==> src/rtl/uart_pkg.sv <==
// ---------------------------------------------------------------------------
// uart_pkg
// Shared definitions for the parametrised UART receiver:
//   rx_state_e  - receiver FSM states
//   PAR_*       - parity_mode encodings (2'b11 behaves as PAR_NONE)
//   ptr_width() - FIFO pointer width: index bits plus one wrap bit
// ---------------------------------------------------------------------------
package uart_pkg;

  typedef enum logic [2:0] {
    ST_IDLE   = 3'd0,
    ST_START  = 3'd1,
    ST_DATA   = 3'd2,
    ST_PARITY = 3'd3,
    ST_STOP   = 3'd4
  } rx_state_e;

  localparam logic [1:0] PAR_NONE = 2'b00;
  localparam logic [1:0] PAR_EVEN = 2'b01;
  localparam logic [1:0] PAR_ODD  = 2'b10;

  function automatic int ptr_width(input int depth);
    return $clog2(depth) + 1;
  endfunction

endpackage

==> src/rtl/uart_rx_fifo.sv <==
// ---------------------------------------------------------------------------
// uart_rx_fifo
// Synchronous FIFO with a registered head. The head register always holds
// the entry at the read pointer, so the head is valid the cycle after a push
// into an empty FIFO and advances the cycle after a pop.
// Ports:
//   clk, rst_n       clock, synchronous active-low reset
//   push_i, din_i    write request and data (taken when not full, or when a
//                    pop in the same cycle frees a slot)
//   pop_i            read request (ignored when empty)
//   dout_o           head entry
//   full_o, empty_o  status, from pointer MSB/index comparison
// ---------------------------------------------------------------------------
module uart_rx_fifo
  import uart_pkg::*;
#(
  parameter int WIDTH = 10,
  parameter int DEPTH = 4
) (
  input  logic             clk,
  input  logic             rst_n,
  input  logic             push_i,
  input  logic [WIDTH-1:0] din_i,
  input  logic             pop_i,
  output logic [WIDTH-1:0] dout_o,
  output logic             full_o,
  output logic             empty_o
);

  localparam int PW = ptr_width(DEPTH);
  localparam int AW = PW - 1;

  logic [WIDTH-1:0] mem_q [DEPTH];
  logic [PW-1:0]    wr_q, wr_d;
  logic [PW-1:0]    rd_q, rd_d;
  logic [WIDTH-1:0] head_q, head_d;
  logic             do_push, do_pop;

  always_comb begin
    empty_o = (wr_q == rd_q);
    full_o  = (wr_q[PW-1] != rd_q[PW-1]) && (wr_q[AW-1:0] == rd_q[AW-1:0]);
    do_pop  = pop_i && !empty_o;
    do_push = push_i && (!full_o || do_pop);
    wr_d    = wr_q + PW'(do_push);
    rd_d    = rd_q + PW'(do_pop);
    // When the slot being written becomes the next head, bypass the array.
    if (do_push && (rd_d == wr_q)) head_d = din_i;
    else                           head_d = mem_q[rd_d[AW-1:0]];
  end

  // NOTE: the storage array is deliberately not reset; the pointers alone
  // decide which entries are valid.
  always_ff @(posedge clk) begin
    if (do_push) mem_q[wr_q[AW-1:0]] <= din_i;
  end

  always_ff @(posedge clk) begin
    if (!rst_n) begin
      wr_q   <= '0;
      rd_q   <= '0;
      head_q <= '0;
    end else begin
      wr_q   <= wr_d;
      rd_q   <= rd_d;
      head_q <= head_d;
    end
  end

  assign dout_o = head_q;

endmodule

==> src/rtl/uart_rx_param.sv <==
// ---------------------------------------------------------------------------
// uart_rx_param
// Oversampling UART receiver with runtime data length (5..DBIT_MAX), parity
// and 1/2 stop bits, start-bit glitch rejection, framing/parity error flags
// and a receive FIFO with valid/ready handshake.
// Build option: define UART_RX_PARITY_EN to build the parity state and check;
// without it parity_mode is ignored and parity_err is tied to 0.
// Ports:
//   clk, reset         clock, synchronous active-low reset
//   rx                 asynchronous serial line (idles high)
//   s_tick             oversample enable, OS pulses per bit
//   data_bits          data length, clamped to 5..DBIT_MAX
//   parity_mode        00 none, 01 even, 10 odd, 11 none
//   stop2              0: one stop bit, 1: two stop bits
//   rx_done_tick       pulse per completed frame (stored or not)
//   dout, frame_err,
//   parity_err         FIFO head entry
//   rx_valid, rx_ready FIFO not empty / pop request
//   overrun            pulse when a completed frame is dropped (FIFO full)
// ---------------------------------------------------------------------------
module uart_rx_param
  import uart_pkg::*;
#(
  parameter int DBIT_MAX   = 8,
  parameter int OS         = 16,
  parameter int FIFO_DEPTH = 4
) (
  input  logic                clk,
  input  logic                reset,
  input  logic                rx,
  input  logic                s_tick,
  input  logic [3:0]          data_bits,
  input  logic [1:0]          parity_mode,
  input  logic                stop2,
  output logic                rx_done_tick,
  output logic [DBIT_MAX-1:0] dout,
  output logic                frame_err,
  output logic                parity_err,
  output logic                rx_valid,
  input  logic                rx_ready,
  output logic                overrun
);

  localparam int            SW     = $clog2(OS);
  localparam logic [SW-1:0] S_MID  = SW'(OS/2 - 1);
  localparam logic [SW-1:0] S_LAST = SW'(OS - 1);
  localparam logic [3:0]    DB_MIN = 4'd5;
  localparam logic [3:0]    DB_MAX = 4'(DBIT_MAX);
`ifdef UART_RX_PARITY_EN
  localparam int EW = DBIT_MAX + 2;
`else
  localparam int EW = DBIT_MAX + 1;
`endif

  logic [1:0]          sync_q;
  logic                rx_s;
  rx_state_e           state_q;
  logic [SW-1:0]       s_cnt_q;
  logic [3:0]          n_cnt_q;
  logic                stop_cnt_q;
  logic [3:0]          dbits_q, dbits_d;
  logic                stop2_q;
  logic [DBIT_MAX-1:0] data_q;
  logic                ferr_q;
  logic                rx_done_q, overrun_q;
  logic                frame_end, push_ok;
  logic [EW-1:0]       entry, head;
  logic                fifo_full, fifo_empty;
`ifdef UART_RX_PARITY_EN
  logic [1:0]          par_q;
  logic                par_acc_q, perr_q, par_on;
`else
  logic                unused_parity_mode;
`endif

  // NOTE: non-blocking assignments make both stages sample on the same edge;
  // blocking ones would collapse the synchroniser into a single flop.
  always_ff @(posedge clk) begin
    if (!reset) sync_q <= 2'b11;
    else        sync_q <= {sync_q[0], rx};
  end
  assign rx_s = sync_q[1];

  // NOTE: default assignment first so every path drives dbits_d (no latch).
  always_comb begin
    dbits_d = data_bits;
    if (data_bits < DB_MIN)      dbits_d = DB_MIN;
    else if (data_bits > DB_MAX) dbits_d = DB_MAX;
  end

  // Frame completes on the sample tick of the last stop bit; the push and
  // the frame_err contribution of that final sample happen on the same edge.
  assign frame_end = (state_q == ST_STOP) && s_tick && (s_cnt_q == S_LAST) &&
                     (stop_cnt_q == stop2_q);
  assign push_ok   = !fifo_full || (rx_ready && !fifo_empty);

`ifdef UART_RX_PARITY_EN
  assign par_on = (par_q == PAR_EVEN) || (par_q == PAR_ODD);
  assign entry  = {perr_q, ferr_q | ~rx_s, data_q};
`else
  assign unused_parity_mode = ^parity_mode;
  assign entry = {ferr_q | ~rx_s, data_q};
`endif

  always_ff @(posedge clk) begin
    if (!reset) begin
      state_q    <= ST_IDLE;
      s_cnt_q    <= '0;
      n_cnt_q    <= '0;
      stop_cnt_q <= 1'b0;
      dbits_q    <= DB_MIN;
      stop2_q    <= 1'b0;
      data_q     <= '0;
      ferr_q     <= 1'b0;
      rx_done_q  <= 1'b0;
      overrun_q  <= 1'b0;
`ifdef UART_RX_PARITY_EN
      par_q      <= PAR_NONE;
      par_acc_q  <= 1'b0;
      perr_q     <= 1'b0;
`endif
    end else begin
      rx_done_q <= frame_end;
      overrun_q <= frame_end && !push_ok;
      case (state_q)
        ST_IDLE: begin
          if (!rx_s) begin
            // Frame configuration is frozen here for the whole frame.
            dbits_q    <= dbits_d;
            stop2_q    <= stop2;
            s_cnt_q    <= '0;
            n_cnt_q    <= '0;
            stop_cnt_q <= 1'b0;
            data_q     <= '0;
            ferr_q     <= 1'b0;
`ifdef UART_RX_PARITY_EN
            par_q      <= parity_mode;
            par_acc_q  <= 1'b0;
            perr_q     <= 1'b0;
`endif
            state_q    <= ST_START;
          end
        end
        ST_START: begin
          if (s_tick) begin
            if (s_cnt_q == S_MID) begin
              // Line high again at mid start bit: a glitch, not a frame.
              s_cnt_q <= '0;
              state_q <= rx_s ? ST_IDLE : ST_DATA;
            end else begin
              s_cnt_q <= s_cnt_q + 1'b1;
            end
          end
        end
        ST_DATA: begin
          if (s_tick) begin
            if (s_cnt_q == S_LAST) begin
              s_cnt_q <= '0;
              for (int i = 0; i < DBIT_MAX; i++) begin
                if (n_cnt_q == 4'(i)) data_q[i] <= rx_s;
              end
`ifdef UART_RX_PARITY_EN
              par_acc_q <= par_acc_q ^ rx_s;
`endif
              if (n_cnt_q == dbits_q - 4'd1) begin
                n_cnt_q <= '0;
`ifdef UART_RX_PARITY_EN
                state_q <= par_on ? ST_PARITY : ST_STOP;
`else
                state_q <= ST_STOP;
`endif
              end else begin
                n_cnt_q <= n_cnt_q + 4'd1;
              end
            end else begin
              s_cnt_q <= s_cnt_q + 1'b1;
            end
          end
        end
`ifdef UART_RX_PARITY_EN
        ST_PARITY: begin
          if (s_tick) begin
            if (s_cnt_q == S_LAST) begin
              s_cnt_q <= '0;
              // XOR over data and parity bit is 0 for a good even frame and
              // 1 for a good odd frame.
              perr_q  <= (par_acc_q ^ rx_s) != (par_q == PAR_ODD);
              state_q <= ST_STOP;
            end else begin
              s_cnt_q <= s_cnt_q + 1'b1;
            end
          end
        end
`endif
        ST_STOP: begin
          if (s_tick) begin
            if (s_cnt_q == S_LAST) begin
              s_cnt_q <= '0;
              if (!rx_s) ferr_q <= 1'b1;
              if (stop_cnt_q == stop2_q) state_q <= ST_IDLE;
              else                       stop_cnt_q <= 1'b1;
            end else begin
              s_cnt_q <= s_cnt_q + 1'b1;
            end
          end
        end
        default: state_q <= ST_IDLE;
      endcase
    end
  end

  uart_rx_fifo #(
    .WIDTH (EW),
    .DEPTH (FIFO_DEPTH)
  ) u_fifo (
    .clk     (clk),
    .rst_n   (reset),
    .push_i  (frame_end),
    .din_i   (entry),
    .pop_i   (rx_ready),
    .dout_o  (head),
    .full_o  (fifo_full),
    .empty_o (fifo_empty)
  );

  assign dout         = head[DBIT_MAX-1:0];
  assign frame_err    = head[DBIT_MAX];
`ifdef UART_RX_PARITY_EN
  assign parity_err   = head[DBIT_MAX+1];
`else
  assign parity_err   = 1'b0;
`endif
  assign rx_valid     = !fifo_empty;
  assign rx_done_tick = rx_done_q;
  assign overrun      = overrun_q;

endmodule

==> config.mk <==
export PLATFORM = sky130hd
export DESIGN_NAME = uart_rx_param
export DESIGN_NICKNAME = d
export VERILOG_FILES = /design/src/rtl/uart_pkg.sv /design/src/rtl/uart_rx_fifo.sv /design/src/rtl/uart_rx_param.sv
export SDC_FILE = /design/constraint.sdc
export NUM_CORES = 1
export LEC_CHECK = 0
export BUFFER_PORTS_ARGS = -buffer_cell sky130_fd_sc_hd__buf_2
export CORE_ASPECT_RATIO = 0.5
export CORE_UTILIZATION = 54
export DETAILED_ROUTE_END_ITERATION = 7
export PLACE_DENSITY = 0.86
export SYNTH_ARGS = -nofsm -noshare
export SYNTH_HDL_FRONTEND = slang
export SYNTH_HIERARCHICAL = 1
export SYNTH_SLANG_ARGS = --single-unit
==> constraint.sdc <==
create_clock -name clk -period 2.5 [get_ports clk]
set_input_delay 0 -clock clk [delete_from_list [all_inputs] [get_ports clk]]
set_output_delay 0 -clock clk [all_outputs]
set_load 0.1 [all_outputs]
==> flow_summary.ini <==
[drt]
routed_wl_um = 7670
ant_nets = 0
drc = 0
drt_iter0_drc = 261
firstDrtPassIters = 4
wl_per_cell_um = 16.7
num_vias = 2644
vias_per_cell = 5.77

[outcome]
status = finished clean

[synthesis]
synth.net_count = 349
netlist.area_leader.share_pct = 29.6
synthCells = 327
yosysWarnings = 6
yosysTopAreaCell = edfxtp_1
syn_area_sq_um = 3650
synth_seq_area_share_pct = 54.2
synth_top_cells_by_area = edfxtp_1 30%, dfxtp_1 25%, mux4_2 5.5%, nand2_1 4.8%, a21oi_1 3.7%
synth_edf_count = 36
synth-async-reset-ratio_pct = 0
yosysUniqueCellTypes = 55
synth_seq_cells = 81
postSynthAreaPerCell_sq_um = 11.2
ys.flop_type = dfxtp_1

[finish]
multiInputGateArea_sq_um = 1580
diodes = 0
fin_area_sq_um = 4320
n_fill_cell = 415
final_nets = 387
seqCellArea_sq_um = 1980
syn_to_final_growth_pct = 18.2
final_layout_size_suffix_gt1_share_pct = 21.4

[placed_design]
place.gp.congestion = 0.802
placed_area_sq_um = 3940
place_hpwl_um = 4860
place_ws_ns = 0.0680
portBuffers = 21

[grt]
antenna_found_initial = 0
track_usage_pct = 23.6
grtUsageMet1_pct = 28.3
use_met2_pct = 41.7
grt_overflow = 0
busiest_layer = met2
grt_max_degree = 39
met3_usage_pct = 5.53
grt_pass1_vias = 2534
grt_pass1_wl_um = 12500

[worst_setup_path]
cp_cell_sequence = xnor2_2, nor3b_4, nor2b_1, ha_1, ha_1, xnor2_1, nand3_1, nor3_2, buf_6, mux2i_1
critPathRequiredTime_ns = 2.76
endpoint_kind = flip-flop
slowest_delay_ns = 0.34
arrival_ns = 2.63
critical-path-top-delay-family = simple AND/OR/NAND/NOR gates
startpoint_type = flip-flop
slowest_stage = dfxtp_1
critical_path_class = reg2reg
cp_num_buf_inv = 1
worstPathMaxFanout = 7
crit_top_cell = ha_1

[sta]
finalSetupTns_ns = 0
period_minus_slack_ns = 2.37
period_share_pct = 94.7
setup_ws_ns = 0.131
worstMarginPinSlew_ns = 0.702
fin_skew_ns = 0.00736
timing.final.hold_violations = 0
max_freq_ghz = 0.422
setup_viol = 0
maxSlewViolCount = 0
timing.slew.headroom_pct = 52.8
rsz0062_at_grt = false

[clock_network]
clk-insertion-delay-late_ns = 0.34
cts_buffers = 9
clk_pin_slew_ns = 0.06
cts_sinks = 81
cts_setup_buffers = 0
clockBufferDepth = 2
cts-root-buf = clkbuf_16
tritoncts = built
cts_max_level = 3

[worst_hold_path]
hp-class = in2reg

[power_and_ir_drop]
power_mw = 3.00
vdd_drop_max_mv = 0.338
power.density_nw_per_um2 = 695
p_leak_nw = 1.64

[die]
start_util_pct = 58.0
io_pins = 25
core_sq_um = 6310
dieArea_sq_um = 7120
std_cell_rows = 20
die_w_um = 118
die_h_um = 60.2

[job]
cap_violations = 0
[worst reg2reg max path: cells and delay by family, from the launching register on]
| kind | cells | cell delay [ns] |
|---|---|---|
| buffers and inverters | 1 | 0.19 |
| and+or+nand+nor | 4 | 0.68 |
| DFF | 1 | 0.34 |
| muxes | 1 | 0.20 |
| adders and majority gates | 2 | 0.48 |
| xor gates and xnor gates | 2 | 0.40 |
[final cells by class]
cell class	instances	area share [%]
flip-flops and latches	81	45.9
multi-input cells	221	36.7
repair buffers	44	6.98
clock buffers	10	5.53
well taps	88	2.55
clock inverters	6	1.68
inverters	8	0.695
[power breakdown]
| part | internal (mW) | switching, mW |
|---|---|---|
| logic | 0.0742 | 0.172 |
| registers | 1.39 | 0.00978 |
| clock network | 0.816 | 0.542 |
[kinds of logic after synthesis]
family | after synthesis | synth area share, %
compound gates | 61 | 10.3
xor+xnor | 16 | 3.83
fa+ha+maj | 10 | 3.42
buf+inv | 25 | 3.29
flops | 81 | 54.2
mux | 18 | 8.01
other cells | 1 | 0.103
simple gates | 115 | 16.8
[through the flow]
stage / cells / hold WS [ns] / utilization [%]
floorplan: 327 / 0.0730 / -
global placement: 439 / 0.183 / 62.5
detailed placement: 439 / 0.206 / 62.5
CTS: 458 / 0.00483 / 68.0
global route: 458 / 0.0157 / 68.5
finish: 458 / 0.00463 / 68.5
[path summary, 6_finish.rpt]
kind	startpoint	endpoint	slack (ns)	depth (start not counted)
worst min register to register	sync_q[0]	sync_q[1]	0.43	1
worst min-delay path	data_bits[0]	dbits_q[0]	0.005	3
worst max register to register	u_fifo/rd_q[2]	u_fifo/dout_o[6]	0.13	10
worst max-delay path	u_fifo/rd_q[2]	u_fifo/dout_o[6]	0.13	10
[sequential cells by signal, summed over array words and instances, names as in the netlist]
register,cells
rx_done_tick,1
s_cnt_q,4
stop2_q,1
data_q,8
state_q,3
ferr_q,1
sync_q,2
u_fifo/dout_o,9
overrun,1
n_cnt_q,4
stop_cnt_q,1
u_fifo/wr_q,3
u_fifo/mem_q,36
dbits_q,4
u_fifo/rd_q,3
[cells in the final DEF (no fill, tap or decap), types with 5 or more instances in the layout]
master / instances
mux4_2: 9
ha_1: 10
mux2i_1: 9
clkbuf_16: 9
inv_1: 7
edfxtp_1: 36
and2_1: 7
buf_2: 21
nor2_1: 9
nand2_1: 47
nand3_1: 6
xnor2_1: 10
o21ai_0: 8
nor2b_1: 7
buf_4: 18
a21oi_1: 27
o21ai_1: 8
nand2b_1: 6
dfxtp_1: 45
nor3_1: 5
[Yosys cell counts, drive strengths merged, types with 4 or more instances]
library cell / instances
nand2: 47
dfxtp: 45
edfxtp: 36
a21oi: 27
o21ai: 16
xnor2: 11
clkbuf: 10
ha: 10
nor2: 10
mux2i: 9
mux4: 9
inv: 8
and2: 7
buf: 7
nor2b: 7
nor3: 7
nand2b: 6
nand3: 6
xor2: 5
and3: 4
[metal layers]
layer | vias up | routed length [um]
met5 | - | 0
met4 | 0 | 123
met3 | 12 | 389
met2 | 93 | 3880
met1 | 1276 | 3270
li1 | 1263 | -
[repair_timing]
action,CTS,global route
gates cloned,0,0
pin swaps,0,1
hold buffers,3,0
endpoints found under the hold margin,5,0
endpoints found under the setup margin,7,27
gates resized for setup,1,5
(Power assumes the default switching activity.)
